## config.mk

```make
export PLATFORM = sky130hd
export DESIGN_NAME = serial_adder
export DESIGN_NICKNAME = d
export VERILOG_FILES = /design/src/rtl/serial_adder.sv
export SDC_FILE = /design/constraint.sdc
export NUM_CORES = 1
export LEC_CHECK = 0
export ABC_AREA = 1
export BUFFER_PORTS_ARGS = -buffer_cell sky130_fd_sc_hd__buf_2
export CAP_MARGIN = 20
export CORE_MARGIN = 5
export CORE_UTILIZATION = 50
export DETAILED_ROUTE_END_ITERATION = 6
export GPL_ROUTABILITY_DRIVEN = 0
export PLACE_DENSITY = 0.72
export SLEW_MARGIN = 20
export SYNTH_ARGS = -nofsm -noshare
export SYNTH_HDL_FRONTEND = slang
export SYNTH_SLANG_ARGS = --single-unit
```

## constraint.sdc

```tcl
create_clock -name clk -period 1.3 [get_ports clk]
set_input_delay 0.26 -clock clk [delete_from_list [all_inputs] [get_ports clk]]
set_output_delay 0.26 -clock clk [all_outputs]
set_load 0.02 [all_outputs]
```

## src/rtl/serial_adder.sv

```systemverilog
// serial_adder: multi-cycle adder, CHUNK bits per clock, LSB chunk first.
// Ports: clk, rst (async high), start/busy/done handshake,
//   a, b, cin operands; sum, cout result held until next accepted start.
// Option SERIAL_ADDER_SUB_EN adds input sub (a - b) and output ovf.
module serial_adder #(
   parameter int WIDTH = 8,
   parameter int CHUNK = 1
) (
   input  logic             clk,
   input  logic             rst,
   input  logic             start,
   input  logic [WIDTH-1:0] a,
   input  logic [WIDTH-1:0] b,
   input  logic             cin,
`ifdef SERIAL_ADDER_SUB_EN
   input  logic             sub,
   output logic             ovf,
`endif
   output logic             busy,
   output logic             done,
   output logic [WIDTH-1:0] sum,
   output logic             cout
);

   localparam int CH = (CHUNK < 1) ? 1 : CHUNK;
   localparam int N  = WIDTH / CH;
   localparam int CW = (N > 1) ? $clog2(N) : 1;

   localparam logic [1:0] S_IDLE = 2'd0;
   localparam logic [1:0] S_RUN  = 2'd1;
   localparam logic [1:0] S_DONE = 2'd2;

   generate
      if (CHUNK < 1 || (WIDTH % CH) != 0) begin : g_bad_cfg
         $error("serial_adder: WIDTH must be a multiple of CHUNK >= 1");
      end
   endgenerate

   logic [1:0]       state_q, state_d;
   logic [WIDTH-1:0] a_q, a_d;
   logic [WIDTH-1:0] b_q, b_d;
   logic [WIDTH-1:0] acc_q, acc_d;
   logic [WIDTH-1:0] sum_q, sum_d;
   logic             carry_q, carry_d;
   logic             cout_q, cout_d;
   logic [CW-1:0]    cnt_q, cnt_d;

`ifdef SERIAL_ADDER_SUB_EN
   logic             sub_q, sub_d;
   logic             ovf_q, ovf_d;
   logic             msb_cin;
`else
   logic             sub_q;
   assign sub_q = 1'b0;
`endif

   logic [CH-1:0]    chunk_a;
   logic [CH-1:0]    chunk_b;
   logic [CH:0]      add_r;
   logic [WIDTH-1:0] s_ext;
   logic [WIDTH-1:0] acc_next;
   logic             last;

   // B is inverted per chunk for subtraction; carry seed supplies the +1.
   assign chunk_a  = a_q[CH-1:0];
   assign chunk_b  = b_q[CH-1:0] ^ {CH{sub_q}};
   assign add_r    = {1'b0, chunk_a} + {1'b0, chunk_b}
                   + (CH+1)'(carry_q);
   assign s_ext    = WIDTH'(add_r[CH-1:0]);
   // New chunk enters from the MSB side so the LSB chunk ends at bit 0.
   assign acc_next = (acc_q >> CH) | (s_ext << (WIDTH - CH));
   assign last     = (cnt_q == CW'(N - 1));

`ifdef SERIAL_ADDER_SUB_EN
   // Carry into the MSB recovered from the MSB bit's own sum.
   assign msb_cin = chunk_a[CH-1] ^ chunk_b[CH-1] ^ add_r[CH-1];
`endif

   always_comb begin
      state_d = state_q;
      a_d     = a_q;
      b_d     = b_q;
      acc_d   = acc_q;
      sum_d   = sum_q;
      carry_d = carry_q;
      cout_d  = cout_q;
      cnt_d   = cnt_q;
`ifdef SERIAL_ADDER_SUB_EN
      sub_d   = sub_q;
      ovf_d   = ovf_q;
`endif
      case (state_q)
         S_IDLE, S_DONE: begin
            state_d = S_IDLE;
            if (start) begin
               state_d = S_RUN;
               a_d     = a;
               b_d     = b;
               acc_d   = '0;
               cnt_d   = '0;
`ifdef SERIAL_ADDER_SUB_EN
               sub_d   = sub;
               carry_d = sub ? 1'b1 : cin;
`else
               carry_d = cin;
`endif
            end
         end
         S_RUN: begin
            a_d     = a_q >> CH;
            b_d     = b_q >> CH;
            acc_d   = acc_next;
            carry_d = add_r[CH];
            cnt_d   = cnt_q + CW'(1);
            if (last) begin
               state_d = S_DONE;
               sum_d   = acc_next;
               cout_d  = add_r[CH];
`ifdef SERIAL_ADDER_SUB_EN
               ovf_d   = msb_cin ^ add_r[CH];
`endif
            end
         end
         default: state_d = S_IDLE;
      endcase
   end

   always_ff @(posedge clk or posedge rst) begin
      if (rst) begin
         state_q <= S_IDLE;
         a_q     <= '0;
         b_q     <= '0;
         acc_q   <= '0;
         sum_q   <= '0;
         carry_q <= 1'b0;
         cout_q  <= 1'b0;
         cnt_q   <= '0;
`ifdef SERIAL_ADDER_SUB_EN
         sub_q   <= 1'b0;
         ovf_q   <= 1'b0;
`endif
      end else begin
         state_q <= state_d;
         a_q     <= a_d;
         b_q     <= b_d;
         acc_q   <= acc_d;
         sum_q   <= sum_d;
         carry_q <= carry_d;
         cout_q  <= cout_d;
         cnt_q   <= cnt_d;
`ifdef SERIAL_ADDER_SUB_EN
         sub_q   <= sub_d;
         ovf_q   <= ovf_d;
`endif
      end
   end

   assign busy = (state_q == S_RUN);
   assign done = (state_q == S_DONE);
   assign sum  = sum_q;
   assign cout = cout_q;
`ifdef SERIAL_ADDER_SUB_EN
   assign ovf  = ovf_q;
`endif

endmodule

```

# Yosys cells after proc, flatten, opt, wreduce, memory -nomap -nowiden
# Index checks and enable logic that the tools add are counted.
[word_totals]
register_bits = 39
out_inout_bits = 11
word_cells = 35
input_bits = 20
[op_classes]
n_reduce_logical = 5
n_mux = 13
add_sub_neg = 3
n_eq_ne = 5
bitwise_logic = 1
[ops]
columns = ["operator", "count"]
rows = [
  ["one-hot mux 8 bit (2 select lines)", 3],
  ["2-to-1 mux 8 bit", 3],
  ["OR 7 x 8 -> 8 bit", 1],
  ["one-hot mux 3 bit (2 select lines)", 1],
  ["one-hot mux 2 bit (2 select lines)", 1],
  ["AND reduction 2 bit", 2],
  ["adder 3 x 1 -> 3 bit, second input constant", 1],
  ["== test 3 bit, second input constant", 1],
  ["2-to-1 mux 3 bit", 1],
  ["adder 1 x 1 -> 2 bit", 1],
  ["adder 2 x 1 -> 2 bit", 1],
  ["== test 2 x 1 -> 1 bit, second input constant", 1],
  ["== test 2 bit, second input constant", 1],
  ["zero test 2 bit", 1],
  ["2-to-1 mux 1 bit", 2],
  ["2-to-1 mux 2 bit", 1],
  ["inequality test 2 x 1 -> 1 bit, second input constant", 1],
  ["inequality test 2 bit, second input constant", 1],
  ["one-hot mux 1 bit (2 select lines)", 1],
  ["nonzero test 2 bit", 1],
  ["OR reduction 2 bit", 1],
]

# Depth between registers and ports, before layout
[depth]
depth_word = 4
mapped_depth = 8
ltp_nobuf = 6

# Least setup slack after synthesis
# OpenSTA, ideal clock, no wires.
[synth_path]
path_type = "register to output"
startpoint = "register state_q[0]"
endpoint = "output done"
stages_incl_launch_ff = 4
path_buffers = 2
t_arrival_ns = 0.964
t_required_ns = 1.040
setup_slack_ns = 0.076
cell_sequence = "dfrtp_1 buf_6 buf_2 nor2_1"
[synth_between]
elab_chain_cells = 1
[synth_lines]
columns = ["element", "line", "source"]
rows = [
  ["from (decl)", "39", "logic [1:0] state_q, state_d;"],
  ["from (signal assigned)", "143", "state_q <= state_d;"],
  ["== test 2 bit", "159", "assign done = (state_q == S_DONE);"],
  ["to (decl)", "20", "output logic done,"],
]
# No other way between the ends.

# Worst setup path after layout
[layout_path]
startpoint = "register state_q[1]"
endpoint = "output done"
# The elaborated chain is that of the path after synthesis.

==> impl_metrics.tcl <==
set metrics [dict create \
    status "finished, violations left" \
    violations "setup timing" \
    cts_buffer_depth 2 \
    p_switching_mw 2.70 \
    drtIter0Drc 104 \
    root_buffer "clkbuf_8" \
    synth.yosys.seq_area_share_pct 50.8 \
    start_util_pct 51.5 \
    fillers 306 \
    worstPathCellList "inv_2 > buf_6 > nor2_4 > buf_6" \
    hold_path.class "in -> async" \
    grt_pass1_wl_um 6530 \
    first_global_vias 1508 \
    wl_per_cell_um 13.1 \
    area_growth_pct 28.5 \
    worst_setup_path_end_kind "primary output" \
    dr.pass1.iters 5 \
    yosys_register_bits 38 \
    h-tree-depth 2 \
    die_width_um 71.2 \
    drive_gt1_share_pct 30.7 \
    place_hpwl_um 2560 \
    dieHeight_um 71.2 \
    hold_viol_final 0 \
    cap_violations 0 \
    max_freq_mhz 754 \
    regToRegSetupSlack_ps 20 \
    cpMostUsedCell "buf_6" \
    final_util_pct 66.2 \
    min_period_ps 1330 \
    comb_power_share_pct 53.6 \
    ys_warn_count 0 \
    synth_nets 243 \
    layout_setup_ws_ps -26.2 \
    fin_setup_tns_ps -37.6 \
    finalWirelength_um 4230 \
    cp.arrival_ps 1070 \
    ir_worst_vdd_mv 1.21 \
    clock_sinks 38 \
    grt_antenna_before_repair 0 \
    nets 296 \
    numCtsBuffers 5 \
    cp-start-kind "flop" \
    io_buffers 30 \
    fin_area_sq_um 2400 \
    slowest_stage "dfrtp_1" \
    syn-mean-instance-area_sq_um 8.51 \
    core.rowCount 22 \
    synth_area_sq_um 1870 \
    skew_ps 8.30 \
    clk-insertion-delay-late_ps 290 \
    p_int_mw 3.55 \
    p_leak_nw 1.35 \
    ant_nets 0 \
    yosysUniqueCellTypes 21 \
    clk_pin_slew_worst_paths_ps 80 \
    cp_max_fo 4 \
    antennaDiodeCount 0 \
    vias_per_cell 4.87 \
    critPathMaxStageDelay_ps 390 \
    cts_tree "yes" \
    grtUsageTotal_pct 16.1 \
    die_area_sq_um 5070 \
    grt_max_degree 39 \
    ios 31 \
    placed_area_sq_um 2130 \
    p_clk_share_pct 13.6 \
    crit_required_ps 1040 \
    total_power_mw 6.25 \
    num_vias 1567 \
    worst-setup-path-type "reg -> out" \
    min_period_over_period_pct 102 \
    grt-ovfl-total 0 \
    seq_power_share_pct 32.8 \
    slew_headroom_pct 86.2 \
    sw_frac_of_total_pct 43.2 \
    powerDensity_nw_per_um2 2600 \
    drc 0 \
    rsz0062_at_grt "yes" \
    setup_viol 2 \
    pre_cts_ws_ps 54.8 \
    seqCellArea_sq_um 952 \
    worst_slew_pin_slew_ps 206 \
    cts_hold_buf 0 \
    syn_inst 220 \
    core_area_sq_um 3630 \
    finalMaxSlewViolations 0 \
    multi_input_area_sq_um 714 \
]
cells in the final DEF (no fill, tap or decap):
cell	synthesis	final
nand2_4	2	5
nand3_1	30	30
inv_1	40	39
o21ai_1	4	4
clkbuf_8	0	6
nor2_1	2	1
buf_2	2	28
nand2_1	70	69
clkinvlp_4	0	1
nand2_2	1	2
fa_1	1	1
clkbuf_16	0	1
dfrtp_2	0	1
inv_12	0	1
inv_6	1	1
dfrtp_1	38	37
inv_4	1	1
ha_1	2	2
inv_2	1	2
buf_12	0	3
a21oi_1	1	1
buf_8	0	1
buf_6	5	6
clkinv_2	0	1
nor2_4	1	2
o21ai_2	8	8
buf_4	2	12
nand2_8	2	2
o21ai_0	6	6
flip-flops by register name, indices dropped and copies added (netlist names):
signal and flops:
a_q 8, acc_q 7, b_q 8, carry_q 1, cnt_q 3, cout 1
state_q 2, sum 8
metal layers:
metal  vias up  wire (um)  track usage, %
met2        46       2130            27.7
met3         8        211            4.69
met1       737       1850            20.1
li1        776          -               -
met4         0         49            3.13
met5         -          0               0
final timing paths:
kind,startpoint,end,cells after the start
min in group clk,a[7],a_q[7],3
max reg2reg,state_q[0],a_q[0],7
max in group asynchronous,rst,state_q[0],3
min reg2reg,sum[5],sum[5],2
max,state_q[1],done,4
min,rst,a_q[7],3
kinds of logic after synthesis:
logic type,count (synthesis),synth area share [%]
fa+ha+maj,3,2.41
flops,38,50.8
buf+inv,52,13.4
simple gates,108,26.7
compound gates,19,6.68
critical path, delay by kind of cell (launching register included):
kind                   cells  cell delay, ps
buffers and inverters      3             310
flip-flops                 1             390
AND/OR/NAND/NOR            1             100
power by group through the flow:
stage | clock, mW | combinational (mW) | sequential, mW
floorplan | 0 | 2.02 | 2.15
global placement | 0 | 2.69 | 2.04
detailed placement | 0 | 2.78 | 2.06
CTS | 0.875 | 2.98 | 2.04
global route | 0.937 | 3.71 | 2.12
finish | 0.850 | 3.35 | 2.05
repair_timing:
item	in CTS	in global routing
pin swaps	1	4
setup buffers	4	4
endpoints found under the setup margin	2	33
cloned	0	5
endpoints found under the hold margin	0	0
resized for setup	11	6
cell usage after synthesis:
cell type  instances  area share [%]
nand3_1           30             8.0
nor2_4             1            0.60
a21oi_1            1            0.27
nand2_4            2             1.2
fa_1               1             1.1
inv_4              1            0.33
o21ai_2            8             3.7
buf_4              2            0.80
inv_1             40             8.0
buf_6              5             3.0
ha_1               2             1.3
inv_2              1            0.20
nor2_1             2            0.40
dfrtp_1           38              51
o21ai_0            6             1.6
nand2_2            1            0.33
o21ai_1            4             1.1
buf_2              2            0.53
nand2_8            2             2.1
inv_6              1            0.47
nand2_1           70              14
layout make-up:
type                       count  share of cell area [%]
inverter                      43                    7.34
timing repair buffer          51                    16.5
clock inverter                 2                   0.520
clock buffer                   6                    3.43
sequential                    38                    39.6
tap                           48                    2.50
timing repair inverter         1                   0.364
multi-input combinational    133                    29.7
through the flow:
step                      hold slack, ps  cells
after floorplan                      381    220
after global placement               322    301
after detailed placement             337    301
after CTS                           20.7    313
after global routing                29.7    322
final                               11.8    322
No activity file was read; power rests on OpenSTA's default activity.
